==> src/rtl/arm_mem_defs.sv <==
// Shared definitions for the MEM-stage data memory path.
// Used by the SRAM controller and by the data-memory model.
package arm_mem_defs;

    typedef enum logic [1:0] {
        IDLE = 2'd0,
        LO   = 2'd1,
        HI   = 2'd2,
        DONE = 2'd3
    } mem_state_e;

    localparam int unsigned SRAM_DW       = 16;
    localparam int unsigned SRAM_ADDR_W   = 18;
    localparam int unsigned MEM_BASE_ADDR = 1024;

endpackage

==> src/rtl/sram_controller_if.sv <==
// MEM-stage request/response bundle between the pipeline and the SRAM controller.
interface sram_controller_if;

    logic        rd_en;
    logic        wr_en;
    logic [31:0] address;
    logic [31:0] write_data;
    logic [31:0] read_data;
    logic        ready;

    modport master (
        output rd_en, wr_en, address, write_data,
        input  read_data, ready
    );

    modport slave (
        input  rd_en, wr_en, address, write_data,
        output read_data, ready
    );

endinterface

==> src/rtl/wait_counter.sv <==
// Per-phase wait counter: counts 0..WAIT_CYCLES-1, flags the final cycle of a phase.
module wait_counter #(
    parameter int unsigned WAIT_CYCLES = 2
) (
    input  logic clk,
    input  logic rst,
    input  logic clr_i,
    input  logic en_i,
    output logic last_o,
    output logic last_next_o
);

    localparam logic [3:0] LAST = 4'(WAIT_CYCLES - 1);

    logic [3:0] count_q, count_d;

    always_comb begin
        count_d = count_q;
        if (clr_i)
            count_d = 4'd0;
        else if (en_i)
            count_d = count_q + 4'd1;
    end

    // NOTE: state registers use non-blocking assignments so every flop samples pre-edge values.
    always_ff @(posedge clk or posedge rst) begin
        if (rst)
            count_q <= 4'd0;
        else
            count_q <= count_d;
    end

    assign last_o      = (count_q == LAST);
    // Lets the pin registers know one cycle ahead which cycle is the release cycle.
    assign last_next_o = (count_d == LAST);

endmodule

==> src/rtl/sram_controller.sv <==
// MEM-stage responder: splits each 32-bit access into two 16-bit asynchronous SRAM
// accesses (low half first) and holds ready low while the access is in flight.
module sram_controller
    import arm_mem_defs::*;
#(
    parameter int unsigned BASE_ADDR   = MEM_BASE_ADDR,
    parameter int unsigned WAIT_CYCLES = 2,
    parameter int unsigned SRAM_AW     = SRAM_ADDR_W
) (
    input  logic               clk,
    input  logic               rst,
    sram_controller_if.slave   bus,
    output logic [SRAM_AW-1:0] sram_addr,
    output logic [15:0]        sram_dq_out,
    input  logic [15:0]        sram_dq_in,
    output logic               sram_dq_oe,
    output logic               sram_we_n
);

    localparam bit SINGLE_CYCLE = (WAIT_CYCLES == 1);

    mem_state_e state_q, state_d;

    logic               req;
    logic [31:0]        eff;
    logic               is_wr_q, is_wr_sel;
    logic [SRAM_AW-2:0] row_q, row_sel;
    logic [31:0]        wdata_q, wdata_sel;
    logic [31:0]        read_data_q, read_data_d;
    logic [SRAM_AW-1:0] addr_q, addr_d;
    logic [15:0]        dq_out_q, dq_out_d;
    logic               oe_q, oe_d;
    logic               we_n_q, we_n_d;
    logic               phase_q, phase_d;
    logic               last, last_next;
    logic               unused_eff_bits;

    assign req = bus.rd_en | bus.wr_en;
    assign eff = bus.address - 32'(BASE_ADDR);
    assign unused_eff_bits = ^{eff[31:SRAM_AW+1], eff[1:0]};

    // The pin registers are loaded on the IDLE->LO edge, before the request is latched.
    assign is_wr_sel = (state_q == IDLE) ? bus.wr_en : is_wr_q;
    assign row_sel   = (state_q == IDLE) ? eff[SRAM_AW:2] : row_q;
    assign wdata_sel = (state_q == IDLE) ? bus.write_data : wdata_q;

    assign phase_q = (state_q == LO) || (state_q == HI);
    assign phase_d = (state_d == LO) || (state_d == HI);

    wait_counter #(.WAIT_CYCLES(WAIT_CYCLES)) u_wait (
        .clk         (clk),
        .rst         (rst),
        .clr_i       (state_d != state_q),
        .en_i        (phase_q),
        .last_o      (last),
        .last_next_o (last_next)
    );

    // NOTE: every always_comb output gets a default first, so no path can infer a latch.
    always_comb begin
        state_d = state_q;
        unique case (state_q)
            IDLE: if (req) state_d = LO;
            LO:   if (!req) state_d = IDLE; else if (last) state_d = HI;
            HI:   if (!req) state_d = IDLE; else if (last) state_d = DONE;
            DONE: state_d = IDLE;
            default: state_d = IDLE;
        endcase
    end

    always_comb begin
        read_data_d = read_data_q;
        addr_d      = addr_q;
        dq_out_d    = dq_out_q;
        oe_d        = 1'b0;
        we_n_d      = 1'b1;

        if (req && last && !is_wr_q) begin
            if (state_q == LO) read_data_d[15:0]  = sram_dq_in;
            if (state_q == HI) read_data_d[31:16] = sram_dq_in;
        end

        if (phase_d) begin
            addr_d = {row_sel, (state_d == HI)};
            if (is_wr_sel) begin
                oe_d     = 1'b1;
                dq_out_d = (state_d == HI) ? wdata_sel[31:16] : wdata_sel[15:0];
                // The last cycle of each phase releases we_n for setup/hold.
                we_n_d   = last_next && !SINGLE_CYCLE;
            end
        end
    end

    always_ff @(posedge clk or posedge rst) begin
        if (rst) begin
            state_q     <= IDLE;
            is_wr_q     <= 1'b0;
            row_q       <= '0;
            wdata_q     <= '0;
            read_data_q <= '0;
            addr_q      <= '0;
            dq_out_q    <= '0;
            oe_q        <= 1'b0;
            we_n_q      <= 1'b1;
        end else begin
            state_q     <= state_d;
            read_data_q <= read_data_d;
            addr_q      <= addr_d;
            dq_out_q    <= dq_out_d;
            oe_q        <= oe_d;
            we_n_q      <= we_n_d;
            if (state_q == IDLE && req) begin
                is_wr_q <= bus.wr_en;
                row_q   <= eff[SRAM_AW:2];
                wdata_q <= bus.write_data;
            end
        end
    end

    assign bus.ready     = ~req | (state_q == DONE);
    assign bus.read_data = read_data_q;
    assign sram_addr     = addr_q;
    assign sram_dq_out   = dq_out_q;
    assign sram_dq_oe    = oe_q;
    assign sram_we_n     = we_n_q;

endmodule

==> src/flat_wrapper.sv <==
// flat-port wrapper written by rule: the top's interface ports become plain ports
module sram_controller_flat import arm_mem_defs::*;
#(
    parameter int unsigned BASE_ADDR   = MEM_BASE_ADDR,
    parameter int unsigned WAIT_CYCLES = 2,
    parameter int unsigned SRAM_AW     = SRAM_ADDR_W
)
  (clk, rst, sram_addr, sram_dq_out, sram_dq_in, sram_dq_oe, sram_we_n, bus_rd_en, bus_wr_en, bus_address, bus_write_data, bus_read_data, bus_ready);
  sram_controller_if bus_i ();
  input  logic clk;
  input  logic rst;
  output logic [SRAM_AW-1:0] sram_addr;
  output logic [15:0] sram_dq_out;
  input  logic [15:0] sram_dq_in;
  output logic sram_dq_oe;
  output logic sram_we_n;
  input wire logic [$bits(bus_i.rd_en)-1:0] bus_rd_en;
  input wire logic [$bits(bus_i.wr_en)-1:0] bus_wr_en;
  input wire logic [$bits(bus_i.address)-1:0] bus_address;
  input wire logic [$bits(bus_i.write_data)-1:0] bus_write_data;
  output wire logic [$bits(bus_i.read_data)-1:0] bus_read_data;
  output wire logic [$bits(bus_i.ready)-1:0] bus_ready;
  assign bus_i.rd_en = bus_rd_en;
  assign bus_i.wr_en = bus_wr_en;
  assign bus_i.address = bus_address;
  assign bus_i.write_data = bus_write_data;
  assign bus_read_data = bus_i.read_data;
  assign bus_ready = bus_i.ready;
  sram_controller #(.BASE_ADDR(BASE_ADDR), .WAIT_CYCLES(WAIT_CYCLES), .SRAM_AW(SRAM_AW)) u_core (.clk(clk), .rst(rst), .bus(bus_i), .sram_addr(sram_addr), .sram_dq_out(sram_dq_out), .sram_dq_in(sram_dq_in), .sram_dq_oe(sram_dq_oe), .sram_we_n(sram_we_n));
endmodule
==> config.mk <==
export PLATFORM = sky130hd
export DESIGN_NAME = sram_controller_flat
export DESIGN_NICKNAME = d
export VERILOG_FILES = /design/src/rtl/arm_mem_defs.sv /design/src/rtl/sram_controller_if.sv /design/src/rtl/wait_counter.sv /design/src/rtl/sram_controller.sv /design/src/flat_wrapper.sv
export SDC_FILE = /design/constraint.sdc
export NUM_CORES = 1
export LEC_CHECK = 0
export ABC_CLOCK_PERIOD_IN_PS = 4500
export CAP_MARGIN = 25
export CORE_ASPECT_RATIO = 1.25
export CORE_MARGIN = 4
export CORE_UTILIZATION = 48
export DETAILED_ROUTE_END_ITERATION = 16
export PLACE_DENSITY = 0.84
export SLEW_MARGIN = 0
export SYNTH_ARGS = -nofsm -noshare
export SYNTH_HDL_FRONTEND = slang
export SYNTH_HIERARCHICAL = 1
export SYNTH_SLANG_ARGS = --single-unit
==> constraint.sdc <==
create_clock -name clk -period 4.5 [get_ports clk]
set_clock_uncertainty 0.2 [all_clocks]
set_input_delay 0.9 -clock clk [delete_from_list [all_inputs] [get_ports clk]]
set_output_delay 0.9 -clock clk [all_outputs]
set_load 0.02 [all_outputs]
=== Word level (Yosys, flattened, before mapping) ===
Cells that the tools add are included.

* Input port bits: 84
* Register bits: 124
* Logic and storage cells: 50

* Equality and inequality tests: 8
* $add $sub $neg: 2
* Muxes and demuxes: 16
* Bitwise gates (word level): 3
* Reduce and logical (&&, ||, !) cells: 10

{| class="wikitable"
|+ Operators with widths
! kind !! count
|-
| two-way mux 32 bit || 1
|-
| subtractor 19 x 11 -> 19 bit, second input constant || 1
|-
| two-way mux 17 bit || 1
|-
| two-way mux 16 bit || 1
|-
| two-way mux 2 bit || 5
|-
| == test 4 x 1 -> 1 bit, second input constant || 2
|-
| two-way mux 4 bit || 2
|-
| case mux 2 bit (4 select lines) || 1
|-
| == test 2 bit, second input constant || 3
|-
| AND reduction 2 bit || 3
|-
| two-way mux 1 bit || 5
|-
| adder 4 x 1 -> 4 bit, second input constant || 1
|-
| == test 2 x 1 -> 1 bit, second input constant || 2
|-
| logical AND 1 bit || 3
|-
| logical NOT 2 bit || 1
|-
| logical OR 1 bit || 2
|-
| != test 2 bit || 1
|-
| OR 1 bit || 2
|-
| logical NOT 1 bit || 1
|-
| NOT 1 bit || 1
|}

=== Logic depth before layout (Yosys ltp) ===
Gate-level depths: netlist of run 1.

* Word-level depth: 9
* Mapped depth: 13

=== Hierarchy ===
The synthesis of run 1 kept the hierarchy.

{| class="wikitable"
|+ Modules (own cells, without submodules)
! module !! cells an instance !! area an instance (um2) !! sequential area each (um2) !! instances
|-
| sram_controller || 371 || 5278.8 || 3004.1 || 1
|-
| wait_counter || 24 || 251.5 || 100.1 || 1
|}

=== Worst setup path before layout of run 1 ===
Ideal clock, no wire load.

* Path type: input to register
* Start: in bus_wr_en
* End: reg u_core.dq_out_q[0] (netlist: u_core/sram_dq_out[0])
* Library setup time: 0.125 ns
* Required time: 4.175 ns
* Stages: 8
* Path slack: 1.431 ns
* Buffers on the path: 3
* Arrival time: 2.744 ns
* Cell sequence: buf_4 > o21a_4 > a221oi_4 > ha_1 > clkbuf_1 > nor2_2 > buf_4 > mux2_2

* Longest elaborated chain between the ends: 6

{| class="wikitable"
|+ Ends and longest elaborated chain
! what !! RTL line !! source
|-
| start, declared || flat_wrapper.sv:18 || <nowiki>input wire logic [$bits(bus_i.wr_en)-1:0] bus_wr_en;</nowiki>
|-
| OR 1 bit * || sram_controller.sv:38 || <nowiki>assign req = bus.rd_en | bus.wr_en;</nowiki>
|-
| two-way mux 2 bit, on equally long branches || sram_controller.sv:65, sram_controller.sv:63, sram_controller.sv:64 ||
|-
| case mux 2 bit (4 select lines) * || sram_controller.sv:62 || <nowiki>unique case (state_q)</nowiki>
|-
| via u_core.state_d[1] || sram_controller.sv:22 || <nowiki>mem_state_e state_q, state_d;</nowiki>
|-
| == test 2 x 1 -> 1 bit or == test 2 bit (tied branches) || sram_controller.sv:48, sram_controller.sv:87 ||
|-
| logical OR 1 bit || sram_controller.sv:48 || <nowiki>assign phase_d = (state_d == LO) || (state_d == HI);</nowiki>
|-
| AND reduction 2 bit (no source line) || - ||
|-
| end signal, assigned || sram_controller.sv:109 || <nowiki>dq_out_q <= dq_out_d;</nowiki>
|-
| end, declared || sram_controller.sv:31 || <nowiki>logic [15:0] dq_out_q, dq_out_d;</nowiki>
|}

The timed path passes the listed nets; every way through them passes the cells marked *.
A chain may end at the register's enable or synchronous reset.

=== Worst setup path after layout of run 1 ===
* Start: in bus_wr_en
* End: out bus_ready

* Longest elaborated chain between the ends: 3

{| class="wikitable"
|+ Ends and longest elaborated chain
! what !! RTL line !! source
|-
| OR 1 bit || sram_controller.sv:38 ||
|-
| NOT 1 bit || sram_controller.sv:120 || <nowiki>assign bus.ready = ~req | (state_q == DONE);</nowiki>
|-
| OR 1 bit || sram_controller.sv:120 ||
|-
| end, declared || flat_wrapper.sv:22 || <nowiki>output wire logic [$bits(bus_i.ready)-1:0] bus_ready;</nowiki>
|}

No other way between the ends.

==> results of run 1 <==
==> power by group through the flow <==
stage | registers [mW] | logic, mW | clock network (mW)
6_report | 1.99 | 2.90 | 1.34
3_5_place_dp | 2.01 | 2.92 | 0
3_3_place_gp | 1.96 | 2.84 | 0
2_1_floorplan | 2.31 | 1.60 | 0
4_1_cts | 1.99 | 2.94 | 1.37
5_1_grt | 2.05 | 3.14 | 1.42
==> synthesized netlist by cell type (2+ instances only) <==
master | number | area (sq um)
xnor2_1 | 6 | 52.6
or3_1 | 3 | 18.8
mux2_2 | 89 | 1000
inv_1 | 11 | 41.3
a21o_1 | 2 | 15.0
buf_4 | 4 | 30.0
dfrtp_1 | 123 | 3080
nand3_1 | 2 | 10.0
nor2_1 | 10 | 37.5
buf_6 | 3 | 33.8
nor3_1 | 3 | 15.0
mux4_2 | 16 | 360
clkbuf_1 | 5 | 18.8
xor2_1 | 5 | 43.8
ha_1 | 8 | 100
a21oi_1 | 2 | 10.0
a211oi_1 | 3 | 22.5
mux2i_1 | 10 | 100
buf_2 | 9 | 45.0
o21ai_0 | 25 | 125
nor3b_1 | 2 | 15.0
nand2_1 | 27 | 101
nand2_2 | 2 | 12.5
a22oi_1 | 4 | 30.0
==> flip-flops by register name, indices dropped and copies added, names as in the netlist <==
| name | cells |
|---|---|
| u_core/bus.read_data | 32 |
| u_core/wdata_q | 32 |
| u_core/sram_addr | 18 |
| u_core/row_q | 17 |
| u_core/sram_dq_out | 16 |
| u_core/u_wait/count_q | 4 |
| u_core/state_q | 2 |
| u_core/is_wr_q | 1 |
| u_core/sram_dq_oe | 1 |
| u_core/sram_we_n | 1 |
==> worst min path at each step <==
stage	to	from	slack (ns)
6_report	u_core/row_q[8]$_DFFE_PP0P_	u_core/row_q[8]$_DFFE_PP0P_	0.29
5_1_grt	u_core/bus.read_data[30]$_DFFE_PP0P_	u_core/bus.read_data[30]$_DFFE_PP0P_	0.31
4_1_cts	u_core/sram_addr[13]$_DFFE_PP0P_	u_core/sram_addr[13]$_DFFE_PP0P_	0.29
3_5_place_dp	u_core/sram_addr[13]$_DFFE_PP0P_	u_core/sram_addr[13]$_DFFE_PP0P_	0.27
3_3_place_gp	u_core/row_q[9]$_DFFE_PP0P_	u_core/row_q[9]$_DFFE_PP0P_	0.26
2_1_floorplan	u_core/row_q[9]$_DFFE_PP0P_	u_core/row_q[9]$_DFFE_PP0P_	0.24
==> cell type report <==
type	count	area share (%)
well taps	135	2.22
clock inverters	13	1.86
flip-flops and latches	124	40.9
clock buffers	19	5.96
inverters	11	0.577
repair buffers	143	18.8
multi-input cells	238	29.7
==> logic make-up (layout without fill, tap and decap cells) <==
| kind of cell | after synthesis | count (layout) |
|---|---|---|
| AOI/OAI and AO/OA | 45 | 45 |
| xor gates and xnor gates | 11 | 11 |
| adders and majority gates | 8 | 8 |
| buffers and inverters | 33 | 186 |
| DFF | 124 | 124 |
| muxes | 115 | 115 |
| and+or+nand+nor | 59 | 59 |
==> worst register-to-register path, cell delays in order, from the launching register on <==
cell	delay (ns)
dfrtp_1	0.43
inv_1	0.21
ha_2	0.59
nand2_1	0.19
a221oi_4	0.32
ha_1	0.31
buf_4	0.25
nand2b_1	0.23
or3_1	0.38
nand3_1	0.11
==> per-stage QoR <==
stage | setup slack, ns | hold WS, ns
2_1_floorplan | 0.216 | 0.245
6_report | 0.905 | 0.289
3_3_place_gp | 0.923 | 0.261
4_1_cts | 0.909 | 0.289
5_1_grt | 0.840 | 0.314
3_5_place_dp | 0.911 | 0.272
==> metal layers <==
metal | up-vias | global-route usage (%) | wire (um)
met5 | - | 0 | 0
met4 | 0 | 7.20 | 170
met3 | 14 | 5.44 | 672
met2 | 127 | 30.6 | 5800
met1 | 1856 | 23.3 | 5210
li1 | 1699 | - | -
==> qor.txt, run 1 <==
Non-filler instance count after layout -> 683
Period Utilization, post-route -> 79.9%
Power consumption -> 6.23 mW
Final setup fails -> 0
CTS root buf -> clkbuf_16
CP required -> 3.40 ns
Final Hold Vio Count -> 0
Chip Height -> 128 um
Hold Path Depth -> 2
Clock transition at path regs -> 0.06 ns
Max_slew headroom -> 33.1%
Core box area -> 11200 sq um
Status -> finished clean
Worst min path class -> reg2reg
Critical path startpoint category -> input pin
IO Count -> 153
Post-Place Cells -> 651
Worst Path Max Fanout -> 8
Total number of vias -> 3696
Global-route wire length before repair -> 19500 um
Most frequent cells in the layout -> clkdlybuf4s50_1 (137), dfrtp_1 (123), mux2_2 (89)
Grt ovf -> 0
EDFF count, synth -> 0
Fillers -> 800
Critical path arrival -> 2.50 ns
Cell Area, Placed -> 7000 sq um
R2R setup slack -> 1.22 ns
CP Capture Point -> bus_ready
Drt first pass iters -> 4
CP dominant cell by count -> clkdlybuf4s50_1
Overall track demand over capacity in global routing -> 18.5%
Pwr dens -> 820 nW/um^2
Share of cells above drive strength 1 -> 28.3%
CTS max path bufs -> 2
CTS tree -> yes
CP max-delay cell -> clkdlybuf4s50_1
Sequential Area -> 3100 sq um
Ant. Diodes -> 0
Multi-input gate area -> 2260 sq um
CTS H-tree lvls -> 4
Routed vias/inst -> 5.41
Synth async-reset ratio -> 100%
Num CTS Buffers -> 17
Worst path max stage delay -> 0.63 ns
Final GP Congestion -> 0.805
Combinational Power Share -> 46.5%
Utilization after layout -> 67.9%
Routed WL -> 11900 um
Switching Fraction -> 34.8%
Final HPWL DP -> 8200 um
Yosys warning count -> 6
Max-slew violation count -> 0
Cell area after layout -> 7600 sq um
Compound-Gate Fraction of Synth Area -> 5.36%
Final #Nets -> 627
Levels on crit path -> 4
Fin crit period -> 3.60 ns
XOR/XNOR Fraction of Synth Area -> 1.74%
VDD IR max -> 0.491 mV
DRT antenna net count -> 0
Drt drc -> 0
Int Pwr -> 4.06 mW
Max_cap viols -> 0
Primary FF master, synth -> dfrtp_1
Syn-to-layout area delta -> 37.4%
Setup bufs post-CTS -> 0
Antenna violations before repair -> 0
Worst slew pin tran -> 0.996 ns
Synth Instances -> 395
Leakage -> 3.24 nW
Die width -> 104 um
Initial core utilization -> 49.4%
CP bufs+invs -> 2
Clk sink count -> 124
Sequential power share -> 31.9%
WL/cell -> 17.4 um
Crit path cell chain -> clkdlybuf4s50_1, nor2_1, or2_2, clkdlybuf4s50_1
Reg2Reg Depth -> 9
Mux share of post-synthesis cell area -> 26.4%
RSZ-0062 raised after global routing -> no
Clock power share -> 21.5%
Vias in the first global route -> 3901
Cell area after synthesis -> 5530 sq um
Rows -> 43
Hold bufs inserted after CTS -> 0
Total Negative Setup Slacks -> 0 ns
Yosys cell types -> 45
Critical path capture point type -> output port
Largest family of logic cells by synthesized area -> multiplexers
Sequential fraction of the synthesis area -> 56.1%
Syn_nets -> 487
Cts repair resizes -> 0
FF-to-FF Start -> u_core/state_q[1]$_DFF_PP0_
Crit Path Category -> in2out
Simple-gate portion of the synthesized area -> 5.38%
CP delay by family, top -> buffers and inverters
Synth Register Bits -> 124
Crit path from -> bus_wr_en
I/O Buffers -> 137
Most common cell after layout, fill and taps aside -> clkdlybuf4s50_1
Initial DRC Count -> 155
Fmax -> 278 MHz
Die ar. -> 13300 sq um
Mean Syn Cell Area -> 14.0 sq um
Psw -> 2.17 mW
Largest net degree at the start of global routing -> 83
Clk_lat worst skew -> 0.40 ns
Adder-cell share of the synthesized area -> 1.81%
Reg-to-reg endpoint -> u_core/sram_addr[15]$_DFFE_PP0P_
Note: power is estimated with default switching activity, not from simulation.
==> run 2, diff against run 1 <==
Settings changed: ABC_CLOCK_PERIOD_IN_PS 4500 to 3500.
Clock period 4.5 ns to 3.5 ns, I/O delays scaled along.
==> run 2 against run 1 <==
Net effect: largest power group unchanged; global-route usage grew 1.3 points; first-iteration DRC count shrank 41%; sequential power grew 29%; design area grew 1.2%; die area is the same; hold slack lost 0.0036 ns; non-clock buffer count grew 4; critical path depth is the same; cell count grew 0.59%.
==> qor.txt, run 2 (same netlist as run 1, synthesis figures left out) <==
Min Hold Slack -> 0.285 ns
Leakage -> 3.29 nW
Chip Height -> 128 um
Final setup fails -> 0
Vias in the first global route -> 4107
CP max-delay cell -> clkdlybuf4s50_1
Antenna violations before repair -> 0
Worst Path Max Fanout -> 8
Num CTS Buffers -> 17
CTS root buf -> clkbuf_16
Syn-to-layout area delta -> 39.0%
Final HPWL DP -> 8760 um
Critical path arrival -> 2.33 ns
CP required -> 2.60 ns
I/O Buffers -> 137
Final Hold Vio Count -> 0
Clk_lat worst skew -> 0.40 ns
Fin crit period -> 3.23 ns
Crit path from -> bus_wr_en
Final #Nets -> 631
DRT antenna net count -> 0
Max_slew headroom -> 62.2%
Global-route wire length before repair -> 20800 um
Crit Path Category -> in2out
Power consumption -> 8.23 mW
Initial DRC Count -> 92
Status -> finished clean
Cts repair resizes -> 0
Share of cells above drive strength 1 -> 28.4%
CP dominant cell by count -> clkdlybuf4s50_1
Largest net degree at the start of global routing -> 77
CP bufs+invs -> 2
RSZ-0062 raised after global routing -> no
Pwr dens -> 1070 nW/um^2
Overall track demand over capacity in global routing -> 19.8%
IO Count -> 153
Ant. Diodes -> 0
Period Utilization, post-route -> 92.2%
Most common cell after layout, fill and taps aside -> clkdlybuf4s50_1
Hold Path Depth -> 1
Die ar. -> 13300 sq um
Grt ovf -> 0
Worst slack, placed -> 0.197 ns
CTS max path bufs -> 2
Cell area after layout -> 7680 sq um
Routed WL -> 12600 um
Worst slew pin tran -> 0.567 ns
Total number of vias -> 3730
CTS H-tree lvls -> 4
Hold EP -> u_core/sram_addr[13]$_DFFE_PP0P_
Worst path max stage delay -> 0.65 ns
Drt drc -> 0
Max-slew violation count -> 0
Setup bufs post-CTS -> 0
Fillers -> 831
Worst min path class -> reg2reg
Reg2Reg Depth -> 11
Routed vias/inst -> 5.43
Clock transition at path regs -> 0.06 ns
R2R setup slack -> 0.51 ns
Fmax -> 310 MHz
Initial core utilization -> 49.4%
Core box area -> 11200 sq um
Crit path cell chain -> clkdlybuf4s50_1, nor2_1, or2_2, clkdlybuf4s50_1
Max_cap viols -> 0
CP delay by family, top -> buffers and inverters
Critical path startpoint category -> input pin
Cell Area, Placed -> 7060 sq um
Clk sink count -> 124
Hold bufs inserted after CTS -> 0
Final GP Congestion -> 0.782
Total Negative Setup Slacks -> 0 ns
Drt first pass iters -> 4
FF-to-FF Start -> u_core/u_wait/count_q[1]$_DFF_PP0_
WL/cell -> 18.3 um
Most frequent cells in the layout -> clkdlybuf4s50_1 (137), dfrtp_1 (123), mux2_2 (89)
Die width -> 104 um
Rows -> 43
Critical path capture point type -> output port
Reg-to-reg endpoint -> u_core/sram_dq_out[5]$_DFFE_PP0P_
VDD IR max -> 0.744 mV
CTS tree -> yes
Worst setup margin -> 0.272 ns
HP Start -> u_core/sram_addr[13]$_DFFE_PP0P_
==> run 2: how the worst max path moves through the flow <==
| stage | cells after the start | slack, ns | end |
|---|---|---|---|
| final | 4 | 0.27 | bus_ready |
| after global placement | 7 | 0.26 | u_core/sram_dq_out[14]$_DFFE_PP0P_ |
| after CTS | 4 | 0.29 | bus_ready |
| after global routing | 11 | 0.25 | u_core/sram_dq_out[5]$_DFFE_PP0P_ |
| after detailed placement | 7 | 0.20 | u_core/sram_dq_out[6]$_DFFE_PP0P_ |
| after floorplan | 13 | 0.44 | u_core/sram_dq_out[0]$_DFFE_PP0P_ |
==> run 2: per-stage QoR <==
stage	utilization, %	instances
after global placement	63.1	655
after CTS	68.7	687
after floorplan	-	395
final	68.7	687
after global routing	68.7	687
after detailed placement	63.1	655
==> run 2: cell type report <==
class	count	area, sq um	share of cell area, %
multi-input combinational	238	2260	29.4
timing repair buffer	147	1480	19.3
clock inverter	11	166	2.17
sequential	124	3100	40.4
clock buffer	21	460	5.99
tap	135	169	2.20
inverter	11	45.0	0.586
==> run 2: metal layers <==
layer  share of wire [%]  wire, um  vias up  GRT usage, %
li1                    -         -     1716             -
met1                  41      5200     1882          24.1
met2                  52      6540      118          33.5
met3                 5.9       742       14          6.70
met4                 1.0       128        0          6.57
met5                   0         0        -             0
==> run 2: worst reg2reg max path, stage by stage (launching register included) <==
cell and delay, ns:
dfrtp_1 0.44, inv_1 0.09, ha_1 0.13, nor3b_1 0.35, nor2b_1 0.10, o21ai_0 0.30
nand2_1 0.12, inv_1 0.08, ha_1 0.33, nor2_2 0.19, buf_12 0.18, mux2_2 0.36
==> run 2: where the power goes <==
| part | total, mW | switching (mW) | leakage (nW) | internal [mW] |
|---|---|---|---|---|
| clock network | 1.83 | 0.609 | 0.299 | 1.23 |
| logic | 3.83 | 1.79 | 1.47 | 2.03 |
| registers | 2.57 | 0.399 | 1.52 | 2.17 |
